`src/rtl/card_deck_loader.sv`:
```
// card_deck_loader
// ----------------
// Writer side of the card memory read by the card-compare logic. A start
// pulse (taken only while idle) builds a deck holding every value
// 0..NUM_CARDS/2-1 exactly twice. The deck is then shuffled in place with a
// Fisher-Yates pass whose draws come from a free-running 16-bit LFSR. The
// shuffled entries are streamed to the memory write port at ascending
// addresses, and a one-cycle done pulse follows the last write.
//
// Ports
//   clock  in   1       system clock, rising edge
//   reset  in   1       synchronous active-high reset
//   start  in   1       request a new deal (sampled only in IDLE)
//   wAddr  out  ADDR_W  card memory write address (0 outside WRITE)
//   wData  out  VAL_W   card value to write (0 outside WRITE)
//   we     out  1       write enable, one write per cycle while high
//   busy   out  1       high while a deal is in progress
//   done   out  1       single-cycle pulse after the last write
//
// All outputs are registered from the current state. The visible write
// burst, done pulse and busy level therefore trail the internal state by
// one cycle. The delay from the start edge to done is
// 1 + NUM_CARDS + shuffle cycles + NUM_CARDS.
module card_deck_loader #(
  parameter int          NUM_CARDS  = 36,
  parameter int          ADDR_W     = 6,
  parameter int          VAL_W      = 5,
  parameter logic [15:0] LFSR_INIT  = 16'hACE1,
  parameter int          MAX_REJECT = 16
) (
  input  logic              clock,
  input  logic              reset,
  input  logic              start,
  output logic [ADDR_W-1:0] wAddr,
  output logic [VAL_W-1:0]  wData,
  output logic              we,
  output logic              busy,
  output logic              done
);

  localparam int                REJ_W    = $clog2(MAX_REJECT + 1);
  localparam logic [ADDR_W-1:0] LAST_IDX = ADDR_W'(NUM_CARDS - 1);
  localparam logic [ADDR_W-1:0] IDX_ZERO = {ADDR_W{1'b0}};
  localparam logic [ADDR_W-1:0] IDX_ONE  = ADDR_W'(1);
  localparam logic [REJ_W-1:0]  REJ_ZERO = {REJ_W{1'b0}};
  localparam logic [REJ_W-1:0]  REJ_ONE  = REJ_W'(1);
  localparam logic [REJ_W-1:0]  REJ_LAST = REJ_W'(MAX_REJECT - 1);
  localparam logic [VAL_W-1:0]  VAL_ZERO = {VAL_W{1'b0}};

  typedef enum logic [2:0] {
    ST_IDLE    = 3'd0,
    ST_INIT    = 3'd1,
    ST_SHUFFLE = 3'd2,
    ST_WRITE   = 3'd3,
    ST_DONE    = 3'd4
  } state_t;

  state_t              state_r;
  state_t              state_s;
  logic [15:0]         lfsr_r;
  logic [ADDR_W-1:0]   k_r;
  logic [ADDR_W-1:0]   i_r;
  logic [REJ_W-1:0]    rej_r;
  logic [VAL_W-1:0]    deck_r [NUM_CARDS];

  logic [ADDR_W-1:0]   r_s;
  logic [ADDR_W-1:0]   j_s;
  logic                accept_s;
  logic                fallback_s;
  logic                advance_s;

  logic                we_r;
  logic [ADDR_W-1:0]   waddr_r;
  logic [VAL_W-1:0]    wdata_r;
  logic                busy_r;
  logic                done_r;

  // The result is the smallest all-ones value that covers v. It is built
  // by smearing the highest set bit of v into every lower position.
  function automatic logic [ADDR_W-1:0] cover_mask(input logic [ADDR_W-1:0] v);
    logic [ADDR_W-1:0] m;
    m = v;
    for (int b = 1; b < ADDR_W; b++) begin
      m = m | (m >> b);
    end
    return m;
  endfunction

  // Fibonacci LFSR with taps 16,14,13,11. It never pauses outside reset,
  // so the moment the player presses start decides the shuffle.
  always_ff @(posedge clock) begin
    if (reset) begin
      lfsr_r <= LFSR_INIT;
    end else begin
      lfsr_r <= {lfsr_r[14:0], lfsr_r[15] ^ lfsr_r[13] ^ lfsr_r[12] ^ lfsr_r[10]};
    end
  end

  // Draw decode. A draw above i is rejected. After MAX_REJECT consecutive
  // rejects, the step is forced through with j = i, so each step ends in
  // bounded time.
  always_comb begin
    r_s        = lfsr_r[ADDR_W-1:0];
    j_s        = r_s & cover_mask(i_r);
    accept_s   = (j_s <= i_r);
    fallback_s = (!accept_s) && (rej_r == REJ_LAST);
    advance_s  = accept_s || fallback_s;
  end

  // State register
  always_ff @(posedge clock) begin
    if (reset) begin
      state_r <= ST_IDLE;
    end else begin
      state_r <= state_s;
    end
  end

  // Next-state logic
  always_comb begin
    state_s = state_r;
    case (state_r)
      ST_IDLE: begin
        if (start) begin
          state_s = ST_INIT;
        end else begin
          state_s = ST_IDLE;
        end
      end
      ST_INIT: begin
        if (k_r == LAST_IDX) begin
          state_s = ST_SHUFFLE;
        end else begin
          state_s = ST_INIT;
        end
      end
      ST_SHUFFLE: begin
        // The step at i = 1 is always the last one. Its mask is 1, so that
        // draw can never be rejected.
        if (advance_s && (i_r == IDX_ONE)) begin
          state_s = ST_WRITE;
        end else begin
          state_s = ST_SHUFFLE;
        end
      end
      ST_WRITE: begin
        if (k_r == LAST_IDX) begin
          state_s = ST_DONE;
        end else begin
          state_s = ST_WRITE;
        end
      end
      ST_DONE: begin
        state_s = ST_IDLE;
      end
      default: begin
        state_s = ST_IDLE;
      end
    endcase
  end

  // Sequencing counters: fill/write index k, shuffle index i, reject count
  always_ff @(posedge clock) begin
    if (reset) begin
      k_r   <= IDX_ZERO;
      i_r   <= IDX_ZERO;
      rej_r <= REJ_ZERO;
    end else begin
      case (state_r)
        ST_INIT: begin
          if (k_r == LAST_IDX) begin
            k_r   <= IDX_ZERO;
            i_r   <= LAST_IDX;
            rej_r <= REJ_ZERO;
          end else begin
            k_r <= k_r + IDX_ONE;
          end
        end
        ST_SHUFFLE: begin
          if (advance_s) begin
            i_r   <= i_r - IDX_ONE;
            rej_r <= REJ_ZERO;
          end else begin
            rej_r <= rej_r + REJ_ONE;
          end
        end
        ST_WRITE: begin
          if (k_r == LAST_IDX) begin
            k_r <= IDX_ZERO;
          end else begin
            k_r <= k_r + IDX_ONE;
          end
        end
        ST_IDLE, ST_DONE: begin
          k_r   <= IDX_ZERO;
          rej_r <= REJ_ZERO;
        end
        default: begin
          k_r   <= IDX_ZERO;
          i_r   <= IDX_ZERO;
          rej_r <= REJ_ZERO;
        end
      endcase
    end
  end

  // Deck storage. INIT fills it with pairs and SHUFFLE swaps entries in
  // place. The contents are don't-care across reset, so they have no reset.
  always_ff @(posedge clock) begin
    if (!reset && (state_r == ST_INIT)) begin
      deck_r[k_r] <= VAL_W'(k_r >> 1);
    end else if (!reset && (state_r == ST_SHUFFLE) && accept_s) begin
      // If j == i, both writes land on the same entry with its own value.
      deck_r[i_r] <= deck_r[j_s];
      deck_r[j_s] <= deck_r[i_r];
    end
  end

  // Registered outputs, derived from the state of the cycle just ending
  always_ff @(posedge clock) begin
    if (reset) begin
      we_r    <= 1'b0;
      waddr_r <= IDX_ZERO;
      wdata_r <= VAL_ZERO;
      busy_r  <= 1'b0;
      done_r  <= 1'b0;
    end else begin
      busy_r <= (state_r != ST_IDLE);
      done_r <= (state_r == ST_DONE);
      if (state_r == ST_WRITE) begin
        we_r    <= 1'b1;
        waddr_r <= k_r;
        wdata_r <= deck_r[k_r];
      end else begin
        we_r    <= 1'b0;
        waddr_r <= IDX_ZERO;
        wdata_r <= VAL_ZERO;
      end
    end
  end

  assign wAddr = waddr_r;
  assign wData = wdata_r;
  assign we    = we_r;
  assign busy  = busy_r;
  assign done  = done_r;

endmodule

```
`config.mk`:
```
export PLATFORM = sky130hd
export DESIGN_NAME = card_deck_loader
export DESIGN_NICKNAME = d
export VERILOG_FILES = /design/src/rtl/card_deck_loader.sv
export SDC_FILE = /design/constraint.sdc
export NUM_CORES = 1
export LEC_CHECK = 0
export CAP_MARGIN = 30
export CORE_MARGIN = 2
export CORE_UTILIZATION = 40
export DETAILED_ROUTE_END_ITERATION = 8
export DONT_BUFFER_PORTS = 1
export PLACE_DENSITY_LB_ADDON = 0.08
export SLEW_MARGIN = 20
export SYNTH_ARGS = -nofsm -noshare
export SYNTH_HDL_FRONTEND = slang
export SYNTH_SLANG_ARGS = --single-unit
export TNS_END_PERCENT = 30
```
`constraint.sdc`:
```
create_clock -name clock -period 6.75 [get_ports clock]
set_input_delay 1.6875 -clock clock [delete_from_list [all_inputs] [get_ports clock]]
set_output_delay 1.6875 -clock clock [all_outputs]
set_load 0.03 [all_outputs]
```
==> results.sh <==
export IMPL_crit_path_start_kind="flip-flop"
export IMPL_floorplan_die_height_um=200.7
export IMPL_holdCritPathClass="flip-flop to flip-flop"
export IMPL_cp_depth=11
export IMPL_async_flop_share_pct=0
export IMPL_synth_edff_count=180
export IMPL_synth_yosys_warnings=0
export IMPL_cts_buffer_depth=3
export IMPL_crit_buf_inv=2
export IMPL_post_layout_minimum_cycle_time_ns=5.329
export IMPL_grt_start_max_net_pins=54
export IMPL_path_cells="o41ai_4, inv_2, ha_1, and3_1, a32oi_1, o21a_1, nand2b_2, buf_4, a21oi_1, nand2b_1, o21bai_1"
export IMPL_groute_usage_overall_pct=27.24
export IMPL_post_cts_resized=0
export IMPL_timing_max_transition_violations_final=0
export IMPL_synth_area_um2=15480
export IMPL_worst_ep_arrival_time_ns=5.54
export IMPL_final_min_period_over_clock_period_pct=78.94
export IMPL_tns_ns=0
export IMPL_required_time_of_the_critical_path_ns=6.96
export IMPL_number_of_antenna_violations_at_the_first_check_in_global_routing=0
export IMPL_report_final_hold_viol_count=0
export IMPL_setup_slack_ns=1.421
export IMPL_power_w=0.003444
export IMPL_timing_critical_path_fanout_max=27
export IMPL_die_span_in_x_um=200.7
export IMPL_grt_pass1_wl_um=79920
export IMPL_wl_per_cell_um=31.71
export IMPL_layout_commonest_cell="sky130_fd_sc_hd__mux2i_1"
export IMPL_detail_route_antenna_nets=0
export IMPL_remaining_drc_errors=0
export IMPL_placement_io_buffers=0
export IMPL_drt_first_iter_violations=1316
export IMPL_timing_critical_path_slowest_stage_cell="sky130_fd_sc_hd__o41ai_4"
export IMPL_post_synth_cell_area_avg_um2=12.42
export IMPL_cts_num_sinks=236
export IMPL_clk_root_buffer_cell="sky130_fd_sc_hd__clkbuf_16"
export IMPL_fmax_mhz=187.7
export IMPL_final_cell_mix="sky130_fd_sc_hd__mux2i_1 (186), sky130_fd_sc_hd__edfxtp_1 (180), sky130_fd_sc_hd__mux4_2 (120), sky130_fd_sc_hd__nand2_1 (114), sky130_fd_sc_hd__dfxtp_1 (52)"
export IMPL_timing_max_slew_rel_slack_pct=31.16
export IMPL_result_of_the_run="finished, final reports clean"
export IMPL_postLayoutCoreUtil_pct=43.66
export IMPL_multi_input_area_um2=8317
export IMPL_first_global_vias=10780
export IMPL_synth_nets=1261
export IMPL_leakagePower_nw=5.127
export IMPL_final_report_setup_violation_count=0
export IMPL_place_gp_congestion=0.9203
export IMPL_drive_above_1_share_pct=22.37
export IMPL_rsz0062_at_grt="false"
export IMPL_worst_ir_drop_vdd_mv=0.1454
export IMPL_finalNetCount=1208
export IMPL_cts_tree="built"
export IMPL_clk_transition_reported_paths_ns=0.06
export IMPL_routed_via_density=6.577
export IMPL_synth_top_flop_cell="sky130_fd_sc_hd__edfxtp_1"
export IMPL_area_growth_pct=8.469
export IMPL_path_class="flip-flop to flip-flop"
export IMPL_via_count=11404
export IMPL_slowest_delay_ns=0.88
export IMPL_die_area_um2=40300
export IMPL_clkLatencyLatePin_ns=0.57
export IMPL_global_route_overflow_total=0
export IMPL_fillers=3563
export IMPL_end_kind="flip-flop"
export IMPL_rows=72
export IMPL_area_sequential_um2=6536
export IMPL_post_synthesis_cells=1247
export IMPL_antenna_diode_count=0
export IMPL_drt_pass1_iterations=5
export IMPL_number_of_cts_inserted_buffers=28
export IMPL_total_routed_wirelength_um=54990
export IMPL_timing_worst_slew_pin_value_ns=1.029
export IMPL_hold_slack_ns=0.4048
export IMPL_drv_cap=0
export IMPL_maximum_clock_skew_at_final_layout_ns=0.01261
export IMPL_initial_core_util_pct=40.25
export IMPL_hold_path_depth=1
export IMPL_placement_setup_worst_slack_ns=1.582
export IMPL_top_family_by_delay_on_critical_path="compound AO/OA/AOI/OAI gates"
export IMPL_coreArea_um2=38470
export IMPL_synth_ff_latch_count=236
export IMPL_pwr_density_nw_per_um2=205.1
export IMPL_hpwlAfterDp_um=37780
export IMPL_ioPinCount=17
export IMPL_ctsHoldBuffers=0
export IMPL_cts_repair_timing_setup_buffer_count=0
export IMPL_reg2reg_depth=11
export IMPL_synth_sequential_area_ratio_pct=42.15
export IMPL_post_synth_num_cell_types=76
export IMPL_cts_htree_levels=1
==> layer usage <==
metal	up-vias	track usage (%)	wire length [um]
li1	4804	-	-
met1	5913	39.73	23910
met2	592	42.19	24980
met3	95	3.425	4194
met4	0	9.074	1908
met5	-	0	0
==> layout make-up <==
cell class                      count  share of cell area [%]
Multi-Input combinational cell    870                   49.52
Sequential cell                   236                   38.92
Clock buffer                       34                   4.552
Tap cell                          518                   3.859
Timing Repair Buffer               38                   1.922
Clock inverter                     18                  0.7673
Inverter                           20                  0.4619
==> Yosys cell counts (6+ instances only) <==
library cell	instances	area [um2]
sky130_fd_sc_hd__mux2i_1	186	1862
sky130_fd_sc_hd__edfxtp_1	180	5405
sky130_fd_sc_hd__mux4_2	120	2703
sky130_fd_sc_hd__nand2_1	114	427.9
sky130_fd_sc_hd__clkbuf_1	59	221.5
sky130_fd_sc_hd__dfxtp_1	56	1121
sky130_fd_sc_hd__nor2_1	50	187.7
sky130_fd_sc_hd__o31ai_1	46	345.3
sky130_fd_sc_hd__a21oi_1	39	195.2
sky130_fd_sc_hd__o21bai_1	36	270.3
sky130_fd_sc_hd__buf_2	32	160.2
sky130_fd_sc_hd__nor4_2	31	387.9
sky130_fd_sc_hd__nand3_1	29	145.1
sky130_fd_sc_hd__o21ai_0	25	125.1
sky130_fd_sc_hd__nor2b_1	17	106.4
sky130_fd_sc_hd__buf_6	16	180.2
sky130_fd_sc_hd__inv_1	16	60.06
sky130_fd_sc_hd__and3_1	14	87.58
sky130_fd_sc_hd__nand2b_1	13	81.33
sky130_fd_sc_hd__buf_1	12	45.04
sky130_fd_sc_hd__ha_1	11	137.6
sky130_fd_sc_hd__nor3_1	10	50.05
sky130_fd_sc_hd__o211ai_1	8	60.06
sky130_fd_sc_hd__or2_2	8	50.05
sky130_fd_sc_hd__and2_1	7	43.79
sky130_fd_sc_hd__nand4_1	6	37.54
sky130_fd_sc_hd__o21a_1	6	45.04
sky130_fd_sc_hd__o22ai_1	6	37.54
==> where the power goes <==
group          total (W)  internal, W  switching [W]
Sequential       0.00158      0.00155      0.0000231
Combinational   0.000387     0.000131       0.000256
Clock            0.00148     0.000844       0.000636
==> worst reg2reg max path, stage by stage (launching register included) <==
cell	delay [ns]
sky130_fd_sc_hd__dfxtp_1	0.49
sky130_fd_sc_hd__o41ai_4	0.89
sky130_fd_sc_hd__inv_2	0.08
sky130_fd_sc_hd__ha_1	0.29
sky130_fd_sc_hd__and3_1	0.20
sky130_fd_sc_hd__a32oi_1	0.23
sky130_fd_sc_hd__o21a_1	0.33
sky130_fd_sc_hd__nand2b_2	0.70
sky130_fd_sc_hd__buf_4	0.48
sky130_fd_sc_hd__a21oi_1	0.21
sky130_fd_sc_hd__nand2b_1	0.50
sky130_fd_sc_hd__o21bai_1	0.57
==> registers in the layout, summed over array words and instances, names as in the netlist, named ones only <==
register / cells
deck_r: 180
lfsr_r: 16
i_r: 6
k_r: 6
wAddr: 6
rej_r: 5
wData: 5
state_r: 3
busy: 1
done: 1
we: 1
==> worst paths after layout <==
check / start / end / slack, ns
max reg2reg: i_r[5]$_SDFFE_PP0P_ / deck_r[10][0]$_DFFE_PP_ / 1.42
min: lfsr_r[6]$_SDFF_PP1_ / lfsr_r[7]$_SDFF_PP1_ / 0.40
max: i_r[5]$_SDFFE_PP0P_ / deck_r[10][0]$_DFFE_PP_ / 1.42
min reg2reg: lfsr_r[6]$_SDFF_PP1_ / lfsr_r[7]$_SDFF_PP1_ / 0.40
==> cell families after synthesis <==
logic type                 after synthesis  share of synthesized area [%]
AOI/OAI and AO/OA                      223                          10.73
xor gates and xnor gates                 7                         0.3960
adders and majority gates               11                         0.8889
buffers and inverters                  141                          4.517
DFF                                    236                          42.15
muxes                                  313                          30.01
and+or+nand+nor                        316                          11.31
==> through the flow <==
stage                     instances  cell area [um2]
after global routing           1734            16790
after floorplan                1247            15480
after detailed placement       1676            15860
after global placement         1675            15850
final                          1734            16790
after CTS                      1728            16760
Note: power is estimated with default switching activity, not from simulation.
